### config.mk
export PLATFORM = sky130hd
export DESIGN_NAME = instr_seq_ctrl
export DESIGN_NICKNAME = d
export VERILOG_FILES = /design/src/rtl/instr_seq_ctrl_pkg.sv /design/src/rtl/instr_seq_ctrl_pc_reg.sv /design/src/rtl/instr_seq_ctrl.sv
export SDC_FILE = /design/constraint.sdc
export NUM_CORES = 1
export LEC_CHECK = 0
export BUFFER_PORTS_ARGS = -buffer_cell sky130_fd_sc_hd__buf_2
export CAP_MARGIN = 20
export CORE_ASPECT_RATIO = 2
export CORE_MARGIN = 2
export CORE_UTILIZATION = 45
export DETAILED_ROUTE_END_ITERATION = 6
export GPL_ROUTABILITY_DRIVEN = 0
export PLACE_DENSITY = 0.76
export SLEW_MARGIN = 10
export SYNTH_ARGS = -nofsm -noshare
export SYNTH_HDL_FRONTEND = slang
export SYNTH_SLANG_ARGS = --single-unit
### constraint.sdc
create_clock -name clk -period 3.1 [get_ports clk]
set_clock_uncertainty 0.05 [all_clocks]
set_input_delay 0.155 -clock clk [delete_from_list [all_inputs] [get_ports clk]]
set_output_delay 0.155 -clock clk [all_outputs]
set_load 0.02 [all_outputs]
### src/rtl/instr_seq_ctrl_pkg.sv
// Shared definitions for the instruction fetch/issue sequencer: state encoding,
// IR field positions and the halt instruction (used when INSTR_SEQ_HALT_EN is defined).
package instr_seq_ctrl_pkg;

    typedef enum logic [2:0] {
        ST_IDLE  = 3'd0,
        ST_FETCH = 3'd1,
        ST_MWAIT = 3'd2,
        ST_INCPC = 3'd3,
        ST_ISSUE = 3'd4,
        ST_ACK   = 3'd5,
        ST_EXEC  = 3'd6,
        ST_HALT  = 3'd7
    } seq_state_t;

    localparam int OPCODE_HI = 15;
    localparam int OPCODE_LO = 13;
    localparam int OP_HI     = 12;
    localparam int OP_LO     = 11;

    // Wide enough for the largest legal memory latency (7).
    localparam int LAT_W = 3;

    localparam logic [15:0] HALT_INSTR = 16'hFFFF;

    function automatic logic is_halt(input logic [15:0] instr);
        return instr == HALT_INSTR;
    endfunction

endpackage

### src/rtl/instr_seq_ctrl_pc_reg.sv
// Program counter register for the sequencer: synchronous reset to RESET_PC,
// parallel load, and modulo-2^ADDR_W increment.
module seq_pc_reg
    import instr_seq_ctrl_pkg::*;
#(
    parameter int ADDR_W   = 9,
    parameter int RESET_PC = 0
) (
    input  logic              clk,
    input  logic              reset,
    input  logic              load,
    input  logic [ADDR_W-1:0] load_val,
    input  logic              inc,
    output logic [ADDR_W-1:0] pc
);

    // Load takes priority over increment; the all-ones value wraps to zero silently.
    always_ff @(posedge clk) begin
        if (reset) begin
            pc <= ADDR_W'(RESET_PC);
        end else if (load) begin
            pc <= load_val;
        end else if (inc) begin
            pc <= pc + 1'b1;
        end
    end

endmodule

### src/rtl/instr_seq_ctrl.sv
// Instruction fetch/issue sequencer above the datapath control FSM.
// Optional halt-on-16'hFFFF support is enabled by defining INSTR_SEQ_HALT_EN.
module instr_seq_ctrl
    import instr_seq_ctrl_pkg::*;
#(
    parameter int ADDR_W   = 9,
    parameter int INSTR_W  = 16,
    parameter int RESET_PC = 0,
    parameter int MEM_LAT  = 1
) (
    input  logic               clk,
    input  logic               reset,
    input  logic               run,
    input  logic               w,
    output logic               s,
    output logic               mem_rd,
    output logic [ADDR_W-1:0]  mem_addr,
    input  logic [INSTR_W-1:0] mem_rdata,
    output logic [INSTR_W-1:0] ir,
    output logic [2:0]         opcode,
    output logic [1:0]         op,
    output logic [ADDR_W-1:0]  pc,
    output logic               busy
`ifdef INSTR_SEQ_HALT_EN
    ,
    output logic               halted
`endif
);

    seq_state_t       state;
    seq_state_t       state_next;
    logic [LAT_W-1:0] lat_cnt;
    logic             pc_inc;

    seq_pc_reg #(
        .ADDR_W   (ADDR_W),
        .RESET_PC (RESET_PC)
    ) u_pc (
        .clk      (clk),
        .reset    (reset),
        .load     (1'b0),
        .load_val ('0),
        .inc      (pc_inc),
        .pc       (pc)
    );

    assign mem_addr = pc;
    assign opcode   = ir[OPCODE_HI:OPCODE_LO];
    assign op       = ir[OP_HI:OP_LO];

    always_ff @(posedge clk) begin
        if (reset) begin
            state <= ST_IDLE;
        end else begin
            state <= state_next;
        end
    end

    // Latency counter counts down MEM_LAT-1..0 across MWAIT; IR captures on the zero cycle.
    always_ff @(posedge clk) begin
        if (reset) begin
            lat_cnt <= '0;
            ir      <= '0;
        end else begin
            if (state == ST_FETCH) begin
                lat_cnt <= LAT_W'(MEM_LAT - 1);
            end else if (state == ST_MWAIT && lat_cnt != '0) begin
                lat_cnt <= lat_cnt - 1'b1;
            end
            if (state == ST_MWAIT && lat_cnt == '0) begin
                ir <= mem_rdata;
            end
        end
    end

    always_comb begin
        state_next = state;
        s          = 1'b0;
        mem_rd     = 1'b0;
        busy       = 1'b1;
        pc_inc     = 1'b0;
`ifdef INSTR_SEQ_HALT_EN
        halted     = 1'b0;
`endif
        case (state)
            ST_IDLE: begin
                busy = 1'b0;
                if (run && w) begin
                    state_next = ST_FETCH;
                end
            end
            ST_FETCH: begin
                mem_rd     = 1'b1;
                state_next = ST_MWAIT;
            end
            ST_MWAIT: begin
                if (lat_cnt == '0) begin
                    state_next = ST_INCPC;
                end
            end
            ST_INCPC: begin
                pc_inc     = 1'b1;
                state_next = ST_ISSUE;
`ifdef INSTR_SEQ_HALT_EN
                if (is_halt(ir)) begin
                    state_next = ST_HALT;
                end
`endif
            end
            // Start is held until the datapath is seen in Wait, so it is accepted exactly once.
            ST_ISSUE: begin
                s = 1'b1;
                if (w) begin
                    state_next = ST_ACK;
                end
            end
            ST_ACK: begin
                if (!w) begin
                    state_next = ST_EXEC;
                end
            end
            ST_EXEC: begin
                if (w) begin
                    state_next = run ? ST_FETCH : ST_IDLE;
                end
            end
            ST_HALT: begin
`ifdef INSTR_SEQ_HALT_EN
                halted = 1'b1;
`endif
            end
            default: begin
                state_next = ST_IDLE;
            end
        endcase
    end

    a_single_read: assert property (@(posedge clk) disable iff (reset) mem_rd |=> !mem_rd);
    a_single_start: assert property (@(posedge clk) disable iff (reset) (s && w) |=> !s);

endmodule

==> results of run 1 <==
==> synth_stat cells <==
cell / instances
dfxtp_1: 31
a21oi_1: 28
o21ai_0: 19
nand3_1: 18
buf_4: 15
clkbuf_1: 9
nand2_1: 8
nor2_1: 5
or4_1: 5
buf_2: 4
inv_1: 4
o31ai_1: 4
ha_1: 3
or3_1: 3
nand2b_1: 2
nand4_1: 2
nand4b_1: 2
or2_2: 2
xor2_1: 2
a311oi_1: 1
and2_1: 1
and3_1: 1
mux2i_1: 1
nand3b_1: 1
nor2b_1: 1
nor3b_1: 1
nor3b_2: 1
nor4_1: 1
o2111a_1: 1
o21ai_1: 1
or3b_1: 1
==> worst max path at each step <==
stage	from	to	slack [ns]	cells past startpoint
floorplan	u_pc.pc[0]$_SDFFE_PP0N_	u_pc.pc[8]$_SDFFE_PP0N_	1.55	4
global placement	state[1]$_SDFFE_PP0P_	lat_cnt[2]$_SDFFE_PP0P_	1.21	3
detailed placement	state[1]$_SDFFE_PP0P_	lat_cnt[2]$_SDFFE_PP0P_	1.20	3
CTS	lat_cnt[0]$_SDFFE_PP0P_	ir[10]$_SDFFE_PP0P_	1.17	5
global route	lat_cnt[0]$_SDFFE_PP0P_	ir[11]$_SDFFE_PP0P_	0.99	5
finish	lat_cnt[0]$_SDFFE_PP0P_	ir[9]$_SDFFE_PP0P_	1.17	5
==> power groups by stage <==
stage                     combinational (mW)  clock, mW  sequential (mW)
after global placement                0.0919          0            0.430
after global routing                   0.101      0.327            0.424
after CTS                             0.0931      0.309            0.422
after floorplan                       0.0555          0            0.438
after detailed placement              0.0928          0            0.431
final                                 0.0922      0.299            0.422
==> metrics by stage <==
step / instance area [sq um] / util / worst slack [ns] / power, mW / hold slack [ns]
6_report: 1740 / 0.551 / 1.17 / 0.813 / 0.0746
4_1_cts: 1740 / 0.551 / 1.17 / 0.825 / 0.0671
5_1_grt: 1740 / 0.551 / 0.986 / 0.852 / 0.0715
3_3_place_gp: 1650 / 0.524 / 1.21 / 0.522 / 0.363
2_1_floorplan: 1470 / - / 1.55 / 0.494 / 0.253
3_5_place_dp: 1650 / 0.524 / 1.20 / 0.524 / 0.363
==> cell type report <==
| type | instances | share of cell area |
|---|---|---|
| clock buffers | 5 | 0.0396 |
| clock inverters | 3 | 0.00864 |
| inverters | 4 | 0.00864 |
| multi-input cells | 115 | 0.384 |
| flip-flops and latches | 31 | 0.357 |
| well taps | 31 | 0.0223 |
| repair buffers | 62 | 0.180 |
==> routing by layer <==
| layer | share of wire | global-route usage | vias to the layer above |
|---|---|---|---|
| li1 | - | - | 700 |
| met1 | 0.40 | 0.201 | 629 |
| met2 | 0.53 | 0.306 | 36 |
| met3 | 0.050 | 0.0366 | 4 |
| met4 | 0.024 | 0.113 | 0 |
| met5 | 0 | 0 | - |
==> flip-flops by register name, indices dropped and copies added (netlist names) <==
signal   count
lat_cnt      3
ir          16
state        3
u_pc.pc      9
==> cell families (layout without fill, tap and decap cells) <==
| family | count (synthesis) | after routing | share of synthesized area |
|---|---|---|---|
| adder cells (fa/ha/maj) | 3 | 3 | 0.0256 |
| flip-flops | 31 | 31 | 0.422 |
| AND/OR/NAND/NOR | 55 | 55 | 0.212 |
| multiplexers | 1 | 1 | 0.00681 |
| AO/OA/AOI/OAI | 54 | 54 | 0.198 |
| buffers and inverters | 32 | 74 | 0.124 |
| XOR/XNOR | 2 | 2 | 0.0119 |
==> critical path: cells and delay by family (launching register included) <==
kind | cells | cell delay (ns)
buffers and inverters | 1 | 0.09
AOI/OAI and AO/OA | 1 | 0.17
and+or+nand+nor | 2 | 1.05
adders and majority gates | 1 | 0.18
DFF | 1 | 0.31
==> impl_metrics.toml, run 1 <==
[cells_and_area]
drive_above_1_share = 0.332
syn_to_final_growth_pct = 18.3
seq_area_sq_um = 621
final_common_cell = "buf_2"
mostFrequentLayoutCells = "buf_2, dfxtp_1, a21oi_1, o21ai_0, nand3_1"
instances_no_fill = 251
n_fill_cell = 319
nets = 242
num_antenna_cells = 0
multi_input_area_sq_um = 667

[setup_path]
cp-end-kind = "flop"
critical_path_class = "reg -> reg"
r2r-start = "lat_cnt[0]$_SDFFE_PP0P_"
crit_chain = "inv_1 > ha_1 > nor2b_1 > nand3_1 > a21oi_1"
cp.required_ns = 3.25
cp-start-kind = "flop"
worstPathArrival_ns = 2.08
cp_slowest_cell = "nor2b_1"
crit_fanout = 17
rrSetupSlack_ns = 1.17
rr_endpoint = "ir[9]$_SDFFE_PP0P_"
slowest_delay_ns = 0.89
reg2reg_depth = 5

[sta]
fin_setup_tns_ns = 0
slew-limit-headroom = 0.245
hold_viol = 0
finalCritPeriodShare = 0.623
fmax_mhz = 518
fin_crit_ns = 1.93
drv_slew = 0
grt_setup_unrepaired = "no"
final-setup-viol-count = 0
worst-slew-pin-transition_ns = 1.13

[route]
num_vias = 1369
drc_errors = 0
routedWlPerCell_um = 12.9
dr.pass1.iters = 4
drt_iter0_drc = 46
ant_nets = 0
viasPerCell = 5.45
drt_wl_total_mm = 3.23

[clocking]
cts_root_buffer = "clkbuf_8"
cts_hold_buffers = 0
clk_latency_ns = 0.27
cts_inserted_buffers = 5
cts_setup_buffers = 0
clk_path_buf_depth = 2
cts_resized = 0
cts_tree = "done"
htree_levels = 2
path_clk_slew_ns = 0.06
clock-sinks = 31

[yosys]
synthesis.nets = 201
yosysUniqueCellTypes = 31
synth_top_cell_area_share = 0.422
yosysWarningCount = 0
netlist_area_sq_mm = 0.00147
yosys.area.top_type = "dfxtp_1"
ys_seq_area_frac = 0.422
ys_ff_latch = 31
synth.area.top_cells = "dfxtp_1, a21oi_1, buf_4"
syn_inst = 178
synth.avg_cell_area_sq_um = 8.25

[floorplan]
start_util = 0.465
core-area_sq_mm = 0.00316
dieArea_sq_mm = 0.00377
row_count = 29
ios = 62
die_h_um = 84.8
dieWidth_um = 44.4

[place]
dp_cells = 243
port_buffers = 61
dpl.hpwl_mm = 2.21

[power]
seq_power_share = 0.519
vdd_drop_max_mv = 0.307
power_density_mw_per_mm2 = 468
p_clk_frac = 0.368
switching_share = 0.263
p_int_uw = 600
leakage_nw = 0.783
p_sw_uw = 213
comb_power_share = 0.113

[global_routing]
grt_max_degree = 30
grt_pass1_wl_mm = 5.23
grt.total_usage = 0.183
grt_pass1_vias = 1231
grt-ovfl-total = 0
antenna_found_initial = 0

[worst_hold_path]
hold_start = "mem_rdata[8]"
hold_class = "in -> reg"
min_path_cells = 3
whs_endpoint = "ir[8]$_SDFFE_PP0P_"

[status]
status = "finished, final reports clean"

[flow_run]
drv_cap = 0
Note: power is estimated with default switching activity, not from simulation.
==> inputs of run 2 (changes only) <==
==> constraint.sdc (replaced) <==
create_clock -name clk -period 1.9 [get_ports clk]
set_clock_uncertainty 0.05 [all_clocks]
set_input_delay 0.095 -clock clk [delete_from_list [all_inputs] [get_ports clk]]
set_output_delay 0.095 -clock clk [all_outputs]
set_load 0.02 [all_outputs]
==> impl_metrics.toml, run 2 (synthesis gave the netlist of run 1 again) <==
[status]
status = "finished, final reports clean"

[clocking]
cts_inserted_buffers = 5
clk_path_buf_depth = 2
cts_tree = "done"
cts_resized = 0
cts_setup_buffers = 0
cts_hold_buffers = 0
clock-sinks = 31
htree_levels = 2
clk_latency_ns = 0.28
cts_root_buffer = "clkbuf_8"
path_clk_slew_ns = 0.07

[floorplan]
dieWidth_um = 44.4
dieArea_sq_mm = 0.00377
die_h_um = 84.8
ios = 62
row_count = 29
core-area_sq_mm = 0.00316
start_util = 0.465

[place]
dp_cells = 251
dpl.hpwl_mm = 2.28
port_buffers = 61

[global_routing]
grt_max_degree = 30
antenna_found_initial = 0
grt_pass1_vias = 1169
grt-ovfl-total = 0
grt_pass1_wl_mm = 4.98
grt.total_usage = 0.174

[power]
p_int_mw = 1.16
p_sw_uw = 351
switching_share = 0.232
leakage_nw = 0.835
comb_power_share = 0.107
vdd_drop_max_mv = 0.725
power_density_mw_per_mm2 = 824
p_clk_frac = 0.440
seq_power_share = 0.453
total_power_mw = 1.51

[sta]
fin_setup_tns_ns = 0
fmax_mhz = 628
final-setup-viol-count = 0
hold_viol = 0
drv_slew = 0
finalCritPeriodShare = 0.837
fin_crit_ns = 1.59
worst-slew-pin-transition_ns = 0.519
grt_setup_unrepaired = "no"
slew-limit-headroom = 0.654

[cells_and_area]
mostFrequentLayoutCells = "buf_2, dfxtp_1, a21oi_1, o21ai_0, nand3_1"
reg.largest.list = "ir x16, u_pc.pc x9"
final_util = 0.580
syn_to_final_growth_pct = 24.7
regMostFlops = "ir"
drive_above_1_share = 0.355
num_antenna_cells = 0
largest_reg_flops = 16
final_common_cell = "buf_2"
instances_no_fill = 259
nets = 250

[route]
drt_wl_total_mm = 3.19
dr.pass1.iters = 4
num_vias = 1387
viasPerCell = 5.36
drt_iter0_drc = 26
routedWlPerCell_um = 12.3
ant_nets = 0
drc_errors = 0

[setup_path]
cp-start-kind = "flop"
crit_fanout = 18
worstPathArrival_ns = 1.69
rrSetupSlack_ns = 0.31
cp.required_ns = 1.99
cp-end-kind = "flop"
critical_path_class = "reg -> reg"

[worst_hold_path]
hold_class = "in -> reg"

[flow_run]
drv_cap = 0
## run 2: cell count changes in the layout (fill, tap and decap cells not counted), sizes merged
cell / previous run / this run
buf: 62 / 70
clkinv: 3 / 1
bufinv: 0 / 1
clkbuf: 5 / 6
## run 2: power by group through the flow
| stage | Combinational [mW] | Clock (mW) | Sequential [mW] |
|---|---|---|---|
| 2_1_floorplan | 0.0905 | 0 | 0.715 |
| 3_5_place_dp | 0.163 | 0 | 0.698 |
| 4_1_cts | 0.163 | 0.674 | 0.683 |
| 3_3_place_gp | 0.162 | 0 | 0.697 |
| 6_report | 0.162 | 0.664 | 0.683 |
| 5_1_grt | 0.178 | 0.700 | 0.686 |
## run 2: layer usage
layer / wire (um) / vias to the layer above / global-route usage
met1: 1260 / 625 / 0.192
met5: 0 / - / 0
met2: 1700 / 38 / 0.294
li1: - / 716 / -
met4: 90 / 0 / 0.0992
met3: 149 / 8 / 0.0344
## run 2: area by class of cell
type | count | area, sq um
flip-flops and latches | 31 | 621
multi-input cells | 115 | 667
clock inverters | 2 | 35.0
inverters | 4 | 15.0
fillers | 304 | 1330
repair buffers | 70 | 373
well taps | 31 | 38.8
clock buffers | 6 | 82.6
## run 2: path summary, 6_finish.rpt
kind / start / to / cells after the start
hold reg to reg: ir[5]$_SDFFE_PP0P_ / ir[5]$_SDFFE_PP0P_ / 2
setup reg to reg: state[1]$_SDFFE_PP0P_ / ir[2]$_SDFFE_PP0P_ / 5
hold / removal: mem_rdata[5] / ir[5]$_SDFFE_PP0P_ / 3
setup / recovery: state[1]$_SDFFE_PP0P_ / ir[2]$_SDFFE_PP0P_ / 5
## run 2: critical path, cell delays in order (launching register included)
cell     delay (ns)
dfxtp_1        0.36
buf_4          0.17
or3b_1         0.36
buf_4          0.20
o21ai_0        0.20
a21oi_1        0.10
## run 2: per-stage QoR
stage / setup slack (ns) / hold slack [ns] / area, sq um
detailed placement: 0.316 / 0.305 / 1710
finish: 0.309 / 0.00819 / 1830
global route: 0.207 / 0.00523 / 1830
floorplan: 0.346 / 0.193 / 1470
CTS: 0.300 / 0.00655 / 1830
global placement: 0.376 / 0.301 / 1710
